<file path="src/rtl/password_lock_if.sv">
// Keypad-side bus of password_lock: conditioned key strobes in, lock status out.
interface password_lock_if #(
    parameter int unsigned N         = 4,
    parameter int unsigned DIGITS    = 4,
    parameter int unsigned MAX_TRIES = 3
);
    localparam int unsigned DCW = $clog2(DIGITS + 1);
    localparam int unsigned FCW = $clog2(MAX_TRIES + 1);

    logic           key_valid;
    logic [N-1:0]   key;
    logic           mode;
    logic           clear;
    logic           unlock;
    logic           err;
    logic           locked;
    logic           prog_done;
    logic [DCW-1:0] digit_cnt;
    logic [FCW-1:0] fail_cnt;

    // Key-conditioning side: drives keys, observes status.
    modport master (
        output key_valid, key, mode, clear,
        input  unlock, err, locked, prog_done, digit_cnt, fail_cnt
    );

    // Lock side: consumes keys, drives status.
    modport slave (
        input  key_valid, key, mode, clear,
        output unlock, err, locked, prog_done, digit_cnt, fail_cnt
    );
endinterface

</file>
<file path="src/rtl/password_lock.sv">
// Multi-digit keypad password lock with retry counter, timed lockout and
// reprogramming while unlocked.
// Optional feature macro: ENTRY_TIMEOUT_EN -- discards a partial entry (ENTRY or
// PROG) after TIMEOUT idle cycles. Without it a partial entry persists.
module password_lock #(
    parameter int unsigned             N           = 4,
    parameter int unsigned             DIGITS      = 4,
    parameter logic [DIGITS*N-1:0]     DEFAULT_PWD = 16'h1A2B,
    parameter int unsigned             MAX_TRIES   = 3,
    parameter int unsigned             LOCK_CYCLES = 20,
    parameter int unsigned             TIMEOUT     = 16
) (
    input  logic              clk,
    input  logic              rst,
    password_lock_if.slave    bus
);

    localparam int unsigned BW  = DIGITS * N;
    localparam int unsigned DCW = $clog2(DIGITS + 1);
    localparam int unsigned FCW = $clog2(MAX_TRIES + 1);
    localparam int unsigned LCW = $clog2(LOCK_CYCLES + 1);

    typedef enum logic [2:0] {
        S_IDLE,
        S_ENTRY,
        S_CHECK,
        S_OPEN,
        S_PROG,
        S_LOCKOUT
    } state_t;

    // Degenerate configurations are rejected at elaboration.
    if (DIGITS == 0 || MAX_TRIES == 0 || LOCK_CYCLES == 0 || TIMEOUT == 0) begin : g_bad_cfg
        $error("password_lock: DIGITS, MAX_TRIES, LOCK_CYCLES and TIMEOUT must be >= 1");
    end

    state_t          state;
    logic [BW-1:0]   entry_buf;
    logic [BW-1:0]   stored;
    logic [LCW-1:0]  lock_cnt;

    logic [BW-1:0]   shifted_c;
    logic [DCW-1:0]  digit_inc_c;
    logic [FCW-1:0]  fail_inc_c;
    logic            last_digit_c;
    logic            idle_expired_c;

    // Entry buffer with the new key shifted in at the LS digit.
    assign shifted_c    = (entry_buf << N) | BW'(bus.key);
    // Saturating counter increments.
    assign digit_inc_c  = (bus.digit_cnt == DCW'(DIGITS)) ? bus.digit_cnt
                                                          : bus.digit_cnt + DCW'(1);
    assign fail_inc_c   = (bus.fail_cnt == FCW'(MAX_TRIES)) ? bus.fail_cnt
                                                            : bus.fail_cnt + FCW'(1);
    // The key being accepted now completes the code.
    assign last_digit_c = (bus.digit_cnt == DCW'(DIGITS - 1));

`ifdef ENTRY_TIMEOUT_EN
    localparam int unsigned ICW = $clog2(TIMEOUT + 1);
    logic [ICW-1:0] idle_cnt;

    assign idle_expired_c = (idle_cnt == ICW'(TIMEOUT - 1));

    // Idle counter: runs only while a partial entry is open, restarts on each key.
    always_ff @(posedge clk or negedge rst) begin
        if (!rst) begin
            idle_cnt <= '0;
        end else if ((state == S_ENTRY || state == S_PROG) && !bus.key_valid) begin
            idle_cnt <= idle_cnt + ICW'(1);
        end else begin
            idle_cnt <= '0;
        end
    end
`else
    assign idle_expired_c = 1'b0;
`endif

    // Lock FSM with registered indicators, counters, entry buffer and stored code.
    always_ff @(posedge clk or negedge rst) begin
        if (!rst) begin
            state         <= S_IDLE;
            entry_buf     <= '0;
            stored        <= DEFAULT_PWD;
            lock_cnt      <= '0;
            bus.unlock    <= 1'b0;
            bus.err       <= 1'b0;
            bus.locked    <= 1'b0;
            bus.prog_done <= 1'b0;
            bus.digit_cnt <= '0;
            bus.fail_cnt  <= '0;
        end else begin
            bus.err       <= 1'b0;
            bus.prog_done <= 1'b0;

            case (state)
                S_IDLE: begin
                    if (bus.key_valid && !bus.clear) begin
                        entry_buf     <= shifted_c;
                        bus.digit_cnt <= digit_inc_c;
                        state         <= last_digit_c ? S_CHECK : S_ENTRY;
                    end
                end

                S_ENTRY: begin
                    if (bus.clear) begin
                        entry_buf     <= '0;
                        bus.digit_cnt <= '0;
                        state         <= S_IDLE;
                    end else if (bus.key_valid) begin
                        entry_buf     <= shifted_c;
                        bus.digit_cnt <= digit_inc_c;
                        if (last_digit_c) begin
                            state <= S_CHECK;
                        end
                    end else if (idle_expired_c) begin
                        entry_buf     <= '0;
                        bus.digit_cnt <= '0;
                        state         <= S_IDLE;
                    end
                end

                S_CHECK: begin
                    entry_buf     <= '0;
                    bus.digit_cnt <= '0;
                    if (entry_buf == stored) begin
                        bus.unlock   <= 1'b1;
                        bus.fail_cnt <= '0;
                        state        <= S_OPEN;
                    end else begin
                        bus.err      <= 1'b1;
                        bus.fail_cnt <= fail_inc_c;
                        if (fail_inc_c == FCW'(MAX_TRIES)) begin
                            bus.locked <= 1'b1;
                            lock_cnt   <= LCW'(LOCK_CYCLES - 1);
                            state      <= S_LOCKOUT;
                        end else begin
                            state <= S_IDLE;
                        end
                    end
                end

                S_OPEN: begin
                    if (bus.clear) begin
                        bus.unlock <= 1'b0;
                        state      <= S_IDLE;
                    end else if (bus.key_valid && !bus.mode) begin
                        bus.unlock <= 1'b0;
                        if (last_digit_c) begin
                            // Single-digit code: first program key is also the last.
                            stored        <= shifted_c;
                            bus.prog_done <= 1'b1;
                            state         <= S_IDLE;
                        end else begin
                            entry_buf     <= shifted_c;
                            bus.digit_cnt <= digit_inc_c;
                            state         <= S_PROG;
                        end
                    end
                end

                S_PROG: begin
                    if (bus.clear || bus.mode) begin
                        entry_buf     <= '0;
                        bus.digit_cnt <= '0;
                        bus.unlock    <= 1'b1;
                        state         <= S_OPEN;
                    end else if (bus.key_valid) begin
                        if (last_digit_c) begin
                            stored        <= shifted_c;
                            bus.prog_done <= 1'b1;
                            entry_buf     <= '0;
                            bus.digit_cnt <= '0;
                            state         <= S_IDLE;
                        end else begin
                            entry_buf     <= shifted_c;
                            bus.digit_cnt <= digit_inc_c;
                        end
                    end else if (idle_expired_c) begin
                        entry_buf     <= '0;
                        bus.digit_cnt <= '0;
                        bus.unlock    <= 1'b1;
                        state         <= S_OPEN;
                    end
                end

                S_LOCKOUT: begin
                    // Keys and clear are deliberately ignored until the timer expires.
                    if (lock_cnt == '0) begin
                        bus.locked   <= 1'b0;
                        bus.fail_cnt <= '0;
                        state        <= S_IDLE;
                    end else begin
                        lock_cnt <= lock_cnt - LCW'(1);
                    end
                end

                default: begin
                    entry_buf     <= '0;
                    bus.digit_cnt <= '0;
                    bus.unlock    <= 1'b0;
                    bus.locked    <= 1'b0;
                    state         <= S_IDLE;
                end
            endcase
        end
    end

endmodule

</file>
<file path="src/flat_wrapper.sv">
// flat-port wrapper written by rule: the top's interface ports become plain ports
module password_lock_flat 
#(
    parameter int unsigned             N           = 4,
    parameter int unsigned             DIGITS      = 4,
    parameter logic [DIGITS*N-1:0]     DEFAULT_PWD = 16'h1A2B,
    parameter int unsigned             MAX_TRIES   = 3,
    parameter int unsigned             LOCK_CYCLES = 20,
    parameter int unsigned             TIMEOUT     = 16
)
  (clk, rst, bus_key_valid, bus_key, bus_mode, bus_clear, bus_unlock, bus_err, bus_locked, bus_prog_done, bus_digit_cnt, bus_fail_cnt);
  password_lock_if #(.N(N), .DIGITS(DIGITS), .MAX_TRIES(MAX_TRIES)) bus_i ();
  input  logic clk;
  input  logic rst;
  input wire logic [$bits(bus_i.key_valid)-1:0] bus_key_valid;
  input wire logic [$bits(bus_i.key)-1:0] bus_key;
  input wire logic [$bits(bus_i.mode)-1:0] bus_mode;
  input wire logic [$bits(bus_i.clear)-1:0] bus_clear;
  output wire logic [$bits(bus_i.unlock)-1:0] bus_unlock;
  output wire logic [$bits(bus_i.err)-1:0] bus_err;
  output wire logic [$bits(bus_i.locked)-1:0] bus_locked;
  output wire logic [$bits(bus_i.prog_done)-1:0] bus_prog_done;
  output wire logic [$bits(bus_i.digit_cnt)-1:0] bus_digit_cnt;
  output wire logic [$bits(bus_i.fail_cnt)-1:0] bus_fail_cnt;
  assign bus_i.key_valid = bus_key_valid;
  assign bus_i.key = bus_key;
  assign bus_i.mode = bus_mode;
  assign bus_i.clear = bus_clear;
  assign bus_unlock = bus_i.unlock;
  assign bus_err = bus_i.err;
  assign bus_locked = bus_i.locked;
  assign bus_prog_done = bus_i.prog_done;
  assign bus_digit_cnt = bus_i.digit_cnt;
  assign bus_fail_cnt = bus_i.fail_cnt;
  password_lock #(.N(N), .DIGITS(DIGITS), .DEFAULT_PWD(DEFAULT_PWD), .MAX_TRIES(MAX_TRIES), .LOCK_CYCLES(LOCK_CYCLES), .TIMEOUT(TIMEOUT)) u_core (.clk(clk), .rst(rst), .bus(bus_i));
endmodule
</file>
<file path="config.mk">
export PLATFORM = sky130hd
export DESIGN_NAME = password_lock_flat
export DESIGN_NICKNAME = d
export VERILOG_FILES = /design/src/rtl/password_lock_if.sv /design/src/rtl/password_lock.sv /design/src/flat_wrapper.sv
export SDC_FILE = /design/constraint.sdc
export NUM_CORES = 1
export LEC_CHECK = 0
export CORE_ASPECT_RATIO = 1.25
export CORE_MARGIN = 2
export CORE_UTILIZATION = 40
export CTS_CLUSTER_DIAMETER = 200
export CTS_CLUSTER_SIZE = 40
export DETAILED_ROUTE_END_ITERATION = 8
export PLACE_DENSITY = 0.61
export SETUP_SLACK_MARGIN = 0.2
export SKIP_LAST_GASP = 1
export SYNTH_ARGS = -nofsm -noshare
export SYNTH_HDL_FRONTEND = slang
export SYNTH_SLANG_ARGS = --single-unit
export TNS_END_PERCENT = 10
</file>
<file path="constraint.sdc">
create_clock -name clk -period 3.8 [get_ports clk]
set_clock_uncertainty 0.05 [all_clocks]
set_input_delay 0.38 -clock clk [delete_from_list [all_inputs] [get_ports clk]]
set_output_delay 0.38 -clock clk [all_outputs]
set_load 0.005 [all_outputs]
</file>
==> flow_summary.ini, run 1 <==
[worst_hold_path]
hp-class = input pin to async pin

[floorplanning]
start_util_pct = 41.6
die_x_um = 76.1
ios = 18
die_area_mm2 = 0.00716
fp-row-count = 32
die_y_um = 94.1
coreArea_mm2 = 0.00625

[detailed_routing]
drt_iter0_markers = 73
ant_nets = 0
via_count = 1771
avgRoutedWirePerCell_um = 13.4
wl_um = 4700
routed_via_density = 5.06
dr.pass1.iters = 4
drc = 0

[worst_setup_path]
required_ns = 3.98
arrival_ns = 2.48
path_class = flop to flop
crit_fanout = 13
cp-end-kind = flop
r2r_cells = 8
critPathLaunchType = flop

[cells_and_area]
nets = 278
final_common_cell = dfrtp_1
mostFrequentLayoutCells = dfrtp_1, nand2_1, o21ai_0
layout.cells.non_filler = 350
area_delta_synth_final_pct = 12.8
antenna_cells = 0
fillCellCount = 626
drive_above_1_share_pct = 20.4

[synthesis]
syn_avg_cell_area_um2 = 10.4
ys_seq_elements = 49
synth_fp_nets = 264
async_flop_share_pct = 100
synth.distinct_cells = 50
ys.flop_type = dfrtp_1
ys_warn_count = 0
syn-instance-count = 250
synth_area_mm2 = 0.00260
synth_edf_count = 0
seq_area_frac_synth_pct = 47.5

[global_routing]
antenna_found_initial = 0
grt.met3_usage_pct = 2.69
grtUsageTotal_pct = 14.2
grt_max_degree = 38
grt_pass1_vias = 1706
grt_first_pass_wirelength_um = 8150
grt_use_met1_pct = 18.2
top_usage_layer = met2
grt-ovfl-total = 0
use_met2_pct = 24.4

[sta]
max_freq_mhz = 435
setup_viol = 0
hold_viol_final = 0
worstMarginPinSlew_ns = 0.682
period_share_pct = 60.6
rsz0062_at_grt = false
fin_setup_tns_ns = 0
slew_violations = 0
max_slew_margin_pct = 54.6
min_period_ns = 2.30

[power_and_ir_drop]
swShare_pct = 40.2
ir_drop_mv = 0.380
p_leak_nw = 1.34
p_clk_share_pct = 17.0
p_per_area_mw_per_mm2 = 744
p_sw_mw = 0.877
combPwrFrac_pct = 41.7
p_int_mw = 1.30
seq_power_share_pct = 41.3

[place]
dp_hpwl_um = 3260
gp_congestion = 0.787
place_inst = 342
io_buffers = 17

[cts]
htreeDepth = 2
postCtsSetupRepairBufs = 0
cts.path.max_buffers = 2
cts_buffers = 5
clock_latency_ns = 0.30
ctsResizeCount = 0
numClockSinks = 49
cts-root-buf = clkbuf_8
path_clk_slew_ns = 0.09
cts_hold_buffers = 0
cts_tree = yes

[outcome]
status = finished clean

[run]
cap_viol_max_count = 0
-- power groups by stage --
stage / Combinational (mW) / Sequential (mW) / Clock, mW
2_1_floorplan: 0.762 / 0.824 / 0
3_3_place_gp: 0.907 / 0.907 / 0
3_5_place_dp: 0.919 / 0.910 / 0
4_1_cts: 0.924 / 0.901 / 0.382
5_1_grt: 1.03 / 0.933 / 0.406
6_report: 0.910 / 0.900 / 0.372
-- registers in the layout, indices dropped and copies added, names as in the netlist --
signal                count
u_core.stored            16
u_core.bus.digit_cnt      3
u_core.lock_cnt           5
u_core.bus.unlock         1
u_core.bus.prog_done      1
u_core.entry_buf         16
u_core.state              3
u_core.bus.fail_cnt       2
u_core.bus.locked         1
u_core.bus.err            1
-- routing by layer --
metal,up-vias,share of wire (%)
li1,889,-
met1,858,48
met2,18,49
met3,6,1.9
met4,0,1.4
met5,-,0
-- cell type report --
cell class	instances	area [um^2]	area share, %
clock buffers	5	68.8	2.35
clock inverters	3	43.8	1.49
inverters	10	37.5	1.28
multi-input cells	178	1250	42.7
flip-flops and latches	49	1230	42.1
well taps	85	106	3.63
repair buffers	20	188	6.40
-- worst paths after layout --
path | startpoint | end | slack (ns)
min | rst | u_core.lock_cnt[2] | 0.06
min in group clk | u_core.entry_buf[14] | u_core.entry_buf[14] | 0.46
max | u_core.bus.digit_cnt[1] | u_core.bus.digit_cnt[0] | 1.50
max reg2reg | u_core.bus.digit_cnt[1] | u_core.bus.digit_cnt[0] | 1.50
min reg2reg | u_core.entry_buf[14] | u_core.entry_buf[14] | 0.46
max in group asynchronous | rst | u_core.stored[0] | 2.85
-- cell usage after synthesis (all sizes together) (2+ instances only) --
cell | instances | area [um^2]
nand2b | 6 | 37.5
dfstp | 7 | 184
nor3 | 2 | 10.0
a31oi | 3 | 18.8
xnor2 | 2 | 17.5
buf | 10 | 52.6
mux2 | 17 | 191
inv | 10 | 37.5
clkbuf | 3 | 21.3
dfrtp | 42 | 1050
nand2 | 40 | 150
o22ai | 4 | 31.3
a211oi | 2 | 15.0
nand4 | 3 | 40.0
ha | 5 | 62.6
nand3b | 2 | 15.0
a21oi | 8 | 40.0
nor4 | 6 | 77.6
o21ai | 23 | 115
and2 | 3 | 22.5
a221o | 2 | 20.0
nor2 | 15 | 58.8
xor2 | 18 | 158
a22oi | 2 | 15.0
nor4b | 3 | 47.5
o2bb2ai | 2 | 23.8
-- cell families (layout without fill, tap and decap cells) --
family | Yosys count | count (layout) | share of synthesized area [%]
AO/OA/AOI/OAI | 51 | 51 | 12.7
buffers and inverters | 23 | 38 | 4.29
adder cells (fa/ha/maj) | 5 | 5 | 2.41
flip-flops | 49 | 49 | 47.5
XOR/XNOR | 20 | 20 | 6.74
AND/OR/NAND/NOR | 85 | 85 | 19.0
multiplexers | 17 | 17 | 7.37
-- worst max-delay path, stage by stage, from the launching register on --
cell and delay (ns):
dfrtp_1 0.42, ha_1 0.20, ha_1 0.29, nor2_1 0.13
a21oi_1 0.08, o22ai_1 0.49, buf_4 0.31, a31oi_1 0.10
o22ai_1 0.15
-- metrics by stage --
stage	hold slack [ns]	area, um^2	utilization (%)	total power, mW	setup slack, ns
after floorplan	0.0344	2600	-	1.59	1.80
after global placement	0.422	2820	45.1	1.81	1.36
after detailed placement	0.431	2820	45.1	1.83	1.28
after CTS	0.0958	2930	46.9	2.21	1.48
after global routing	0.114	2930	46.9	2.37	1.29
final	0.0609	2930	46.9	2.18	1.50
Power figures use the tool's default switching activity.
==> run 2: changes to the inputs <==
- PLACE_DENSITY: 0.61 -> 0.63
- clock period: 3.8 -> 2.01 ns (I/O delays scaled with it)
==> run 2 against run 1 <==
- sequential share of layout area shrank 3.7 points
- cell area grew 9.9%
- power grew 110%
- wire length grew 12%
- clock-buffer cell count is the same
- global-route usage grew 0.80 points
- worst hold slack gained 0.19 ns
- maximum frequency grew 22%
- setup slack lost 1.4 ns
- utilization grew 4.6 points
==> flow_summary.ini, run 2 (same netlist as run 1, synthesis figures left out) <==
[cells_and_area]
final_common_cell = dfrtp_1
fillCellCount = 584
area_delta_synth_final_pct = 23.9
antenna_cells = 0
seq_area_mm2 = 0.00124
mostFrequentLayoutCells = dfrtp_1, nand2_1, xor2_1
nets = 299
final_cell_area_mm2 = 0.00322
drive_above_1_share_pct = 28.0
reg.largest.list = u_core.entry_buf: 16 flops, u_core.stored: 16 flops, u_core.lock_cnt: 5 flops
multiInputGateArea_mm2 = 0.00132

[detailed_routing]
drt_iter0_markers = 51
avgRoutedWirePerCell_um = 14.2
ant_nets = 0
via_count = 1881
drc = 0
dr.pass1.iters = 4
routed_via_density = 5.07
wl_um = 5260

[global_routing]
grt_first_pass_wirelength_um = 8600
use_met2_pct = 26.9
grt_max_degree = 35
grtUsageTotal_pct = 15.0
grt_use_met1_pct = 18.0
antenna_found_initial = 0
grt.met3_usage_pct = 3.37
top_usage_layer = met2
grt-ovfl-total = 0
grt_pass1_vias = 1837

[cts]
path_clk_slew_ns = 0.11
cts.path.max_buffers = 2
cts_tree = yes
cts_buffers = 5
htreeDepth = 2
numClockSinks = 49
cts-root-buf = clkbuf_8
clock_latency_ns = 0.31

[worst_setup_path]
cp-startpoint = u_core.bus.digit_cnt[1]
arrival_ns = 2.04
crit_buf_inv = 1
cp-end-kind = flop
crit_fanout = 8
cpPeakStageDelay_ns = 0.40
critPathLaunchType = flop
required_ns = 2.16
crit_family = flip-flops
timing.rr.start = u_core.bus.digit_cnt[1]
path_class = flop to flop
crit_chain = ha_2, ha_4, nor4b_4, o21ai_2, o2bb2ai_4, clkbuf_16, nand2_1, o21ai_0
crit_slowest_cell = dfrtp_1
ff2ff_setup_slack_ns = 0.12

[run]
cap_viol_max_count = 0

[sta]
max_slew_margin_pct = 69.4
rsz0062_at_grt = true
max_freq_mhz = 530
holdWs_ns = 0.254
setup_viol = 0
slew_violations = 0
min_period_ns = 1.89
period_share_pct = 93.9
hold_viol_final = 0
worstMarginPinSlew_ns = 0.459

[place]
gp_congestion = 0.832
dp_hpwl_um = 3440
dpl_cell_area_mm2 = 0.00299
io_buffers = 17

[floorplanning]
start_util_pct = 41.6
ios = 18
die_x_um = 76.1
die_area_mm2 = 0.00716
fp-row-count = 32
die_y_um = 94.1
coreArea_mm2 = 0.00625

[power_and_ir_drop]
power_mw = 4.56
p_leak_nw = 1.47
p_per_area_mw_per_mm2 = 1420
ir_drop_mv = 0.676

[worst_hold_path]
hp-class = input pin to async pin

[outcome]
status = finished clean
[run 2: cell count changes in the layout (fill, tap and decap cells not counted), moves of 2 or more]
cell        before  now
o21ai_1          3    8
ha_1             5    3
buf_12           0    3
nor4b_4          1    3
o21ai_0         20   14
clkinvlp_4       0    2
clkbuf_16        0    2
buf_4            3   17
[run 2: cell type report]
cell class	count	share of cell area (%)
Clock inverter	3	0.816
Inverter	10	1.17
Multi-Input combinational cell	178	41.0
Clock buffer	5	2.14
Tap cell	85	3.30
Sequential cell	49	38.4
Timing Repair Buffer	41	13.2
[run 2: power by group]
| part | internal, mW | leakage (nW) | switching (mW) |
|---|---|---|---|
| Sequential | 1.31 | 0.609 | 0.336 |
| Clock | 0.254 | 0.0423 | 0.361 |
| Combinational | 1.15 | 0.819 | 1.16 |
| Total | 2.71 | 1.47 | 1.85 |
[run 2: repair_timing]
action / CTS / global route
gates cloned: 0 / 3
endpoints found under the hold margin: 9 / 0
hold buffers: 1 / 0
pin swaps: 4 / 5
resized for setup: 3 / 9
buffers inserted: 1 / 2
endpoints found under the setup margin: 22 / 30
[run 2: path summary, 6_finish.rpt]
| path | end | depth (start not counted) |
|---|---|---|
| worst max-delay path | u_core.entry_buf[11] | 8 |
| worst min-delay path | u_core.bus.fail_cnt[0] | 2 |
| worst max register to register | u_core.entry_buf[11] | 8 |
| worst min register to register | u_core.entry_buf[12] | 2 |
| max in group asynchronous | u_core.stored[1] | 3 |
| min in group clk | u_core.entry_buf[0] | 3 |
[run 2: through the flow]
| step | utilization, % | TNS (ns) | cells | setup slack [ns] |
|---|---|---|---|---|
| after floorplan | - | 0 | 250 | 0.152 |
| after global placement | 47.8 | -0.00157 | 356 | -0.00157 |
| after detailed placement | 47.8 | -0.0227 | 356 | -0.0227 |
| after CTS | 49.6 | 0 | 366 | 0.178 |
| after global routing | 51.6 | 0 | 371 | 0.0357 |
| final | 51.6 | 0 | 371 | 0.122 |
[run 2: routing by layer]
layer  share of wire [%]  up-vias
met5                   0        -
met4                 1.5        0
met3                 2.4        7
met2                  51       22
met1                  45      918
li1                    -      934
==> run 3: changes to the inputs <==
- CTS_BUF_LIST: unset -> sky130_fd_sc_hd__clkbuf_16
- GPL_ROUTABILITY_DRIVEN: unset -> 0
==> run 3 against run 2 <==
- via count shrank 1.3%
- clock-buffer cell count stayed put
- utilization rose by 1.1 points
- first-iteration DRC count grew 29%
- sequential cell count unchanged
- critical endpoint is now u_core.entry_buf[2]
- power increased by 5.7%
- register-to-register slack gained 0.04 ns
- combinational power about the same
- non-clock buffer count unchanged
- final cell count unchanged
- sequential share of layout area is 0.79 points lower
==> flow_summary.ini, run 3 (same netlist as run 1, synthesis figures left out) <==
[worst_setup_path]
crit_fanout = 8
crit_chain = ha_2, ha_4, nor4b_4, o21ai_2, o2bb2ai_4, clkbuf_16, nand2_1, o21ai_0
r2r_cells = 8
crit_slowest_cell = dfrtp_1
reg2reg_to = u_core.entry_buf[2]
critPathLaunchType = flop
crit_buf_inv = 1
arrival_ns = 1.97
cp-startpoint = u_core.bus.digit_cnt[1]
ff2ff_setup_slack_ns = 0.17
path_class = flop to flop
timing.rr.start = u_core.bus.digit_cnt[1]
required_ns = 2.14
cpPeakStageDelay_ns = 0.39
crit_family = flip-flops
cp-end-kind = flop

[global_routing]
grt-ovfl-total = 0
grt_first_pass_wirelength_um = 8580
antenna_found_initial = 0
grt_pass1_vias = 1840
grtUsageTotal_pct = 14.9
grt_max_degree = 35

[cells_and_area]
nets = 299
antenna_cells = 0
reg.largest.list = u_core.entry_buf: 16 flops, u_core.stored: 16 flops, u_core.lock_cnt: 5 flops
drive_above_1_share_pct = 29.0
mostFrequentLayoutCells = dfrtp_1, nand2_1, xor2_1
area_delta_synth_final_pct = 26.5
final_util_pct = 52.6
final_cell_area_mm2 = 0.00329
final_common_cell = dfrtp_1

[cts]
cts-root-buf = clkbuf_16
numClockSinks = 49
path_clk_slew_ns = 0.07
clock_latency_ns = 0.29
cts_buffers = 5
cts.path.max_buffers = 2
htreeDepth = 2
cts_tree = yes

[power_and_ir_drop]
p_per_area_mw_per_mm2 = 1470
p_leak_nw = 1.50
power_mw = 4.82
ir_drop_mv = 0.760

[floorplanning]
fp-row-count = 32
ios = 18
die_x_um = 76.1
die_y_um = 94.1
coreArea_mm2 = 0.00625
die_area_mm2 = 0.00716
start_util_pct = 41.6

[run]
cap_viol_max_count = 0

[sta]
max_slew_margin_pct = 75.4
rsz0062_at_grt = true
period_share_pct = 91.7
worstMarginPinSlew_ns = 0.368
max_freq_mhz = 543
min_period_ns = 1.84
slew_violations = 0
hold_viol_final = 0
layout_setup_ws_ns = 0.167
holdWs_ns = 0.279
setup_viol = 0

[place]
pre_cts_slack_ns = -0.0227
dpl_cell_area_mm2 = 0.00299
dp_hpwl_um = 3440
io_buffers = 17

[detailed_routing]
drt_iter0_markers = 66
avgRoutedWirePerCell_um = 14.0
drc = 0
via_count = 1856
wl_um = 5190
ant_nets = 0
dr.pass1.iters = 4
routed_via_density = 5.00

[worst_hold_path]
hp-class = input pin to async pin

[outcome]
status = finished clean
==> run 3: cell types whose count changed in the layout (fill, tap and decap cells not counted) <==
cell | before | now
o21ai_0 | 14 | 12
clkbuf_16 | 2 | 7
inv_1 | 10 | 9
o21ai_1 | 8 | 10
nor2b_1 | 1 | 0
nor2b_2 | 0 | 1
a22oi_2 | 0 | 1
buf_4 | 17 | 16
clkbuf_8 | 5 | 0
inv_2 | 0 | 1
a22oi_1 | 2 | 1
buf_6 | 1 | 2
==> run 3: worst reg2reg max path, cell delays in order, from the launching register on <==
cell and delay, ns:
dfrtp_1 0.39, ha_2 0.21, ha_4 0.18, nor4b_4 0.28
o21ai_2 0.10, o2bb2ai_4 0.19, clkbuf_16 0.20, nand2_1 0.06
o21ai_0 0.07
==> run 3: area by class of cell <==
cell class / count / area (um^2)
flip-flops and latches: 49 / 1240
well taps: 85 / 106
inverters: 10 / 37.5
clock inverters: 3 / 26.3
repair buffers: 41 / 428
clock buffers: 5 / 125
fillers: 580 / 2960
multi-input cells: 178 / 1330
==> run 3: how the worst max path moves through the flow <==
stage | to | slack, ns | cells after the start
after floorplan | u_core.entry_buf[1] | 0.15 | 9
after global placement | u_core.state[0] | -0.002 | 5
after detailed placement | u_core.state[0] | -0.02 | 5
after CTS | u_core.entry_buf[15] | 0.16 | 8
after global routing | u_core.entry_buf[9] | 0.07 | 8
final | u_core.entry_buf[2] | 0.17 | 8
==> run 3: metal layers <==
layer / share of wire, % / track usage, % / wire (um)
met5: 0 / 0 / 0
met4: 1.7 / 5.61 / 87
met3: 2.2 / 3.08 / 114
met2: 51 / 26.2 / 2630
met1: 45 / 18.2 / 2360
==> run 3: through the flow <==
step	setup TNS, ns	instances
2_1_floorplan	0	250
3_3_place_gp	-0.00157	356
3_5_place_dp	-0.0227	356
4_1_cts	0	366
5_1_grt	0	371
6_report	0	371
==> run 3: what timing repair did <==
action,4_1_cts,5_1_grt
endpoints found under the hold margin,9,0
hold buffers,1,0
cloned,0,3
resized for setup,2,16
setup endpoints to repair,22,29
buffers inserted,1,2
pin swaps,2,7
==> run 3: power breakdown <==
group	total (mW)	internal, mW	leakage [nW]	switching [mW]
Clock	0.859	0.470	0.0680	0.389
Combinational	2.32	1.17	0.821	1.15
Sequential	1.64	1.31	0.609	0.334
Total	4.82	2.95	1.50	1.88
